===== config.mk =====
export PLATFORM = sky130hd
export DESIGN_NAME = mult_seq_ctrl_haleyorr2027_flat
export DESIGN_NICKNAME = d
export VERILOG_FILES = /design/src/rtl/mult_seq_ctrl_haleyorr2027_pkg.sv /design/src/rtl/mult_seq_ctrl_haleyorr2027_if.sv /design/src/rtl/mult_seq_ctrl_haleyorr2027_adder.sv /design/src/rtl/mult_seq_ctrl_haleyorr2027.sv /design/src/flat_wrapper.sv
export SDC_FILE = /design/constraint.sdc
export NUM_CORES = 1
export LEC_CHECK = 0
export ABC_AREA = 1
export CORE_ASPECT_RATIO = 0.5
export CORE_MARGIN = 8
export CORE_UTILIZATION = 40
export CTS_BUF_LIST = sky130_fd_sc_hd__clkbuf_2 sky130_fd_sc_hd__clkbuf_4 sky130_fd_sc_hd__clkbuf_8
export DETAILED_ROUTE_END_ITERATION = 16
export DONT_BUFFER_PORTS = 1
export PLACE_DENSITY = 0.59
export SETUP_SLACK_MARGIN = 0.4
export SYNTH_ARGS = -nofsm -noshare
export SYNTH_HDL_FRONTEND = slang
export SYNTH_SLANG_ARGS = --single-unit

===== constraint.sdc =====
create_clock -name clk -period 1.7 [get_ports clk]
set_input_delay 0 -clock clk [delete_from_list [all_inputs] [get_ports clk]]
set_output_delay 0 -clock clk [all_outputs]
set_load 0.005 [all_outputs]

===== src/rtl/mult_seq_ctrl_haleyorr2027_pkg.sv =====
// Shared types and constants for the sequential shift-add multiplier.
// Holds the FSM state encoding, datapath widths and iteration count.
package mult_seq_ctrl_haleyorr2027_pkg;

   localparam int unsigned OP_W       = 8;
   localparam int unsigned PROD_W     = 16;
   localparam int unsigned CNT_W      = 4;
   localparam int unsigned ITER_COUNT = 8;

   typedef enum logic [1:0] {
      ST_IDLE  = 2'b00,
      ST_ADD   = 2'b01,
      ST_SHIFT = 2'b10,
      ST_DONE  = 2'b11
   } state_t;

   // True on the SHIFT that completes the final iteration.
   function automatic logic is_last_iter(input logic [CNT_W-1:0] cnt);
      return cnt == CNT_W'(ITER_COUNT - 1);
   endfunction

endpackage


===== src/rtl/mult_seq_ctrl_haleyorr2027_if.sv =====
// Request/result bundle of the sequential multiplier.
// The requester drives start and operands; the multiplier returns status and product.
interface mult_seq_ctrl_haleyorr2027_if;
   import mult_seq_ctrl_haleyorr2027_pkg::*;

   logic              start;
   logic [OP_W-1:0]   multiplicand;
   logic [OP_W-1:0]   multiplier;
   logic              busy;
   logic              done;
   logic [PROD_W-1:0] product;

   modport master (
      output start,
      output multiplicand,
      output multiplier,
      input  busy,
      input  done,
      input  product
   );

   modport slave (
      input  start,
      input  multiplicand,
      input  multiplier,
      output busy,
      output done,
      output product
   );

endinterface


===== src/rtl/mult_seq_ctrl_haleyorr2027_adder.sv =====
// 8-bit unsigned adder with carry out, used for the partial-product accumulate.
module adder_8bit_haleyorr2027
   import mult_seq_ctrl_haleyorr2027_pkg::*;
(
   input  logic [OP_W-1:0] a,
   input  logic [OP_W-1:0] b,
   output logic            cout,
   output logic [OP_W-1:0] sum
);

   assign {cout, sum} = {1'b0, a} + {1'b0, b};

endmodule


===== src/rtl/mult_seq_ctrl_haleyorr2027.sv =====
// Sequential 8x8 unsigned shift-add multiplier: one ADD and one SHIFT per multiplier bit.
// product is {A,Q}; valid from the done pulse until the next accepted request.
module mult_seq_ctrl_haleyorr2027
   import mult_seq_ctrl_haleyorr2027_pkg::*;
(
   input  logic                          clk,
   input  logic                          rst_n,
   mult_seq_ctrl_haleyorr2027_if.slave   bus
);

   state_t             r_state;
   state_t             w_next;

   logic [OP_W-1:0]    r_m;
   logic [OP_W-1:0]    r_a;
   logic [OP_W-1:0]    r_q;
   logic               r_c;
   logic [CNT_W-1:0]   r_cnt;

   logic [OP_W-1:0]    w_sum;
   logic               w_cout;
   logic               w_accept;
   logic               w_add_en;
   logic               w_shift_en;
   logic               w_busy;
   logic               w_done;

   adder_8bit_haleyorr2027 u_adder (
      .a    (r_a),
      .b    (r_m),
      .cout (w_cout),
      .sum  (w_sum)
   );

   always_ff @(posedge clk or negedge rst_n) begin
      if (!rst_n) begin
         r_state <= ST_IDLE;
      end else begin
         r_state <= w_next;
      end
   end

   // start only matters in IDLE; DONE always returns to IDLE first.
   always_comb begin
      w_next     = r_state;
      w_accept   = 1'b0;
      w_add_en   = 1'b0;
      w_shift_en = 1'b0;
      w_busy     = 1'b0;
      w_done     = 1'b0;
      case (r_state)
         ST_IDLE: begin
            if (bus.start) begin
               w_accept = 1'b1;
               w_next   = ST_ADD;
            end
         end
         ST_ADD: begin
            w_busy   = 1'b1;
            w_add_en = 1'b1;
            w_next   = ST_SHIFT;
         end
         ST_SHIFT: begin
            w_busy     = 1'b1;
            w_shift_en = 1'b1;
            w_next     = is_last_iter(r_cnt) ? ST_DONE : ST_ADD;
         end
         ST_DONE: begin
            w_done = 1'b1;
            w_next = ST_IDLE;
         end
         default: begin
            w_next = ST_IDLE;
         end
      endcase
   end

   always_ff @(posedge clk or negedge rst_n) begin
      if (!rst_n) begin
         r_m   <= '0;
         r_a   <= '0;
         r_q   <= '0;
         r_c   <= 1'b0;
         r_cnt <= '0;
      end else if (w_accept) begin
         r_m   <= bus.multiplicand;
         r_q   <= bus.multiplier;
         r_a   <= '0;
         r_c   <= 1'b0;
         r_cnt <= '0;
      end else if (w_add_en) begin
         if (r_q[0]) begin
            {r_c, r_a} <= {w_cout, w_sum};
         end else begin
            r_c <= 1'b0;
         end
      end else if (w_shift_en) begin
         // 17-bit logical right shift of {C,A,Q}; carry drops into A's MSB.
         {r_c, r_a, r_q} <= {1'b0, r_c, r_a, r_q[OP_W-1:1]};
         r_cnt           <= r_cnt + CNT_W'(1);
      end
   end

   assign bus.busy    = w_busy;
   assign bus.done    = w_done;
   assign bus.product = {r_a, r_q};

endmodule


===== src/flat_wrapper.sv =====
// flat-port wrapper written by rule: the top's interface ports become plain ports
module mult_seq_ctrl_haleyorr2027_flat import mult_seq_ctrl_haleyorr2027_pkg::*;
  (clk, rst_n, bus_start, bus_multiplicand, bus_multiplier, bus_busy, bus_done, bus_product);
  mult_seq_ctrl_haleyorr2027_if bus_i ();
  input  logic clk;
  input  logic rst_n;
  input wire logic [$bits(bus_i.start)-1:0] bus_start;
  input wire logic [$bits(bus_i.multiplicand)-1:0] bus_multiplicand;
  input wire logic [$bits(bus_i.multiplier)-1:0] bus_multiplier;
  output wire logic [$bits(bus_i.busy)-1:0] bus_busy;
  output wire logic [$bits(bus_i.done)-1:0] bus_done;
  output wire logic [$bits(bus_i.product)-1:0] bus_product;
  assign bus_i.start = bus_start;
  assign bus_i.multiplicand = bus_multiplicand;
  assign bus_i.multiplier = bus_multiplier;
  assign bus_busy = bus_i.busy;
  assign bus_done = bus_i.done;
  assign bus_product = bus_i.product;
  mult_seq_ctrl_haleyorr2027 u_core (.clk(clk), .rst_n(rst_n), .bus(bus_i));
endmodule

==> impl_results.md <==
* Status: complete, no violations
* Top Metal Used: met4
* CP max stage cell: dfrtp_1
* Sw Ratio at 0.444
* # clock sinks at 31
* Clock network power share at 0.131
* Register area at 778 um2
* Worst reg2reg startpoint: u_core.r_m[0]$_DFFE_PN0P_
* Pint at 3.26 mW
* Via count at 1744
* Cell area after layout at 0.00272 mm2
* Cell count after synthesis at 242
* Final WL at 5160 um
* Layout cells sized above 1 at 0.291
* Worst setup SP type: flip-flop
* Clock root buffer: clkbuf_8
* Yosys warns at 0
* Met2 wire length at 2460 um
* Sequential share of the synthesized area at 0.419
* CTS max path bufs at 2
* Clk_skew at 0.00432 ns
* Core area at 0.00442 mm2
* CP required at 1.93 ns
* Final hold vios at 0
* Netlist cell types at 31
* Pwr per Cell Area at 2160 mW/mm2
* DR WL/cell at 14.8 um
* Max_slew headroom at 0.797
* Worst R2R Path Depth at 11
* Max-slew violations at 0
* Achievable Freq at 0.637 GHz
* CTS tree: yes
* Count of placed standard cells including taps at 301
* Metal3 WL at 222 um
* Clock Latency Late Sink at 0.28 ns
* Clock Pin Slew Worst Setup and Hold Paths at 0.07 ns
* Leakage at 1.28 nW
* Fillers at 388
* Vias in the first global route at 1624
* Starting density of the core at 0.418
* Setup slack, reg-to-reg at 0.13 ns
* Antenna violations before repair at 0
* Sequential Power Share at 0.245
* Post-DP Area at 0.00206 mm2
* Post-DRT Antenna Nets at 0
* H-tree depth at 2
* Drt pass-1 iters at 5
* Critical Path End Type: flip-flop
* Number of primary I/O pins at 37
* Post-synth top area share at 0.419
* Mean Syn Cell Area at 7.64 um2
* Most frequent cells in the layout: 79 x nand2_1, 29 x dfrtp_1, 22 x nor2_1
* Die X at 112 um
* DRT met1 WL at 2410 um
* Gr usage total at 0.139
* Max-cap violations at 0
* Iteration-0 DRC count of the detailed router at 87
* Die area at 0.00719 mm2
* Height of the chip at 64.1 um
* Commonest non-fill, non-tap cell in the layout: nand2_1
* Setup TNS Final at 0 ns
* Total grt overflow at 0
* Number of I/O port buffers at 0
* Combinational power share at 0.623
* Leading post-synthesis cells by cell area: dfrtp_1 42%, nand2_1 18%, ha_1 9.5%
* Actual slew at the worst max-slew pin at 0.302 ns
* RSZ-0062 raised after global routing: true
* Largest net degree at the start of global routing at 32
* CTS Buf Count at 5
* Peak VDD IR at 0.000827 V
* Yosys reg bits at 31
* Worst Setup EP: u_core.r_c$_DFFE_PN0P_
* Psw at 2.61 mW
* Final period utilization at 0.923
* WS Path Type: reg -> reg
* Post-Layout Cell Count at 349
* RePlAce Congestion at 0.805
* Cell mode on critical path: nand2_1
* Multi-input gate area at 0.00116 mm2
* Via density at 5.00
* Final nets at 325
* Crit path max fanout at 3
* Synth area leader: dfrtp_1
* Worst EP arrival at 1.79 ns
* Final setup violation count at 0
* Syn Nets at 276
* Crit path largest cell delay at 0.35 ns
* Number of diodes at 0
* HPWL after detailed placement at 3210 um
* First-pass GRT wire length at 8090 um
* Cells along the critical path: ha_2 > inv_2 > fa_2 > inv_2 > nand2_2 > nand2_2 > and2_4 > nand4_1 > nand2_1 > nand2_1 > nand2_1
* Final min period at 1.57 ns
* Crit path from: u_core.r_m[0]$_DFFE_PN0P_
* Capturing point of the worst reg2reg path: u_core.r_c$_DFFE_PN0P_
* Synth-to-Final Area Change at 47.0%
* Worst min-delay path category: in -> reg
* Mapped Area at 0.00185 mm2
* Drc violations at 0
* Row count at 17
[routing by layer]
layer	vias up	GRT usage
met4	0	0.0449
met3	7	0.0384
met5	-	0
li1	875	-
met1	829	0.179
met2	33	0.222
[Yosys cell counts]
| library cell | n |
|---|---|
| nand2_1 | 87 |
| dfrtp_1 | 31 |
| nor2_1 | 27 |
| inv_1 | 17 |
| ha_1 | 14 |
| nand3_1 | 12 |
| a31oi_1 | 9 |
| a21oi_1 | 5 |
| o21ai_1 | 5 |
| inv_2 | 4 |
| o21ai_0 | 4 |
| buf_2 | 3 |
| nor3_1 | 3 |
| nand4_1 | 2 |
| o21ai_4 | 2 |
| or2_1 | 2 |
| and2_1 | 1 |
| buf_4 | 1 |
| clkbuf_1 | 1 |
| clkinv_1 | 1 |
| fa_1 | 1 |
| inv_4 | 1 |
| nand2_2 | 1 |
| nand2_4 | 1 |
| nand3b_1 | 1 |
| nor3b_1 | 1 |
| o21a_1 | 1 |
| o21ai_2 | 1 |
| o22ai_1 | 1 |
| or2_2 | 1 |
| xor2_1 | 1 |
[critical path, delay by kind of cell (launching register included)]
family                     cells  cell delay [ns]
DFF                            1             0.35
adders and majority gates      2             0.52
and+or+nand+nor                7             0.53
buffers and inverters          2             0.11
[power by group through the flow]
stage | Clock, mW | Combinational (mW) | Sequential (mW)
2_1_floorplan | 0 | 2.09 | 1.38
3_3_place_gp | 0 | 2.64 | 1.43
3_5_place_dp | 0 | 2.68 | 1.44
4_1_cts | 0.787 | 3.27 | 1.44
5_1_grt | 0.815 | 4.06 | 1.48
6_report | 0.771 | 3.66 | 1.44
[cell families after synthesis]
logic type / synth area share
AO/OA/AOI/OAI: 0.0981
adder cells (fa/ha/maj): 0.106
XOR/XNOR: 0.00474
buffers and inverters: 0.0622
flip-flops: 0.419
AND/OR/NAND/NOR: 0.310
[registers in the layout, summed over array words and instances (netlist names)]
register        cells
u_core.r_c          1
u_core.r_state      2
u_core.r_cnt        4
u_core.r_a          8
u_core.r_m          8
u_core.r_q          8
[repair_timing]
action	4_1_cts	5_1_grt
setup buffers	12	6
endpoints found under the hold margin	49	0
endpoints found under the setup margin	27	25
hold buffers	19	0
gates cloned	2	1
pin swaps	10	9
resized for setup	26	16
[how the worst min path moves through the flow]
stage / start / end / slack [ns] / depth (start not counted)
after floorplan: rst_n / u_core.r_a[0]$_DFFE_PN0P_ / -0.30 / 0
after global placement: rst_n / u_core.r_state[0]$_DFFE_PN0P_ / -0.29 / 0
after detailed placement: rst_n / u_core.r_cnt[1]$_DFFE_PN0P_ / -0.29 / 0
after CTS: bus_start / u_core.r_m[3]$_DFFE_PN0P_ / 0.04 / 4
after global routing: bus_start / u_core.r_m[3]$_DFFE_PN0P_ / 0.05 / 4
final: bus_start / u_core.r_m[3]$_DFFE_PN0P_ / 0.02 / 4
[cell type report]
cell class	instances	area share
repair buffers	45	0.173
flip-flops and latches	31	0.286
well taps	57	0.0262
clock buffers	6	0.0304
repair inverters	2	0.00460
multi-input cells	183	0.428
clock inverters	2	0.0129
inverters	23	0.0382
[per-stage QoR]
| stage | worst slack, ns | utilization | power (mW) | hold WS (ns) |
|---|---|---|---|---|
| after floorplan | 0.159 | - | 3.47 | -0.296 |
| after global placement | 0.158 | 0.465 | 4.07 | -0.295 |
| after detailed placement | 0.143 | 0.465 | 4.12 | -0.294 |
| after CTS | 0.161 | 0.582 | 5.50 | 0.0395 |
| after global routing | 0.0285 | 0.615 | 6.35 | 0.0490 |
| final | 0.130 | 0.615 | 5.87 | 0.0228 |
No activity file was read; power rests on OpenSTA's default activity.
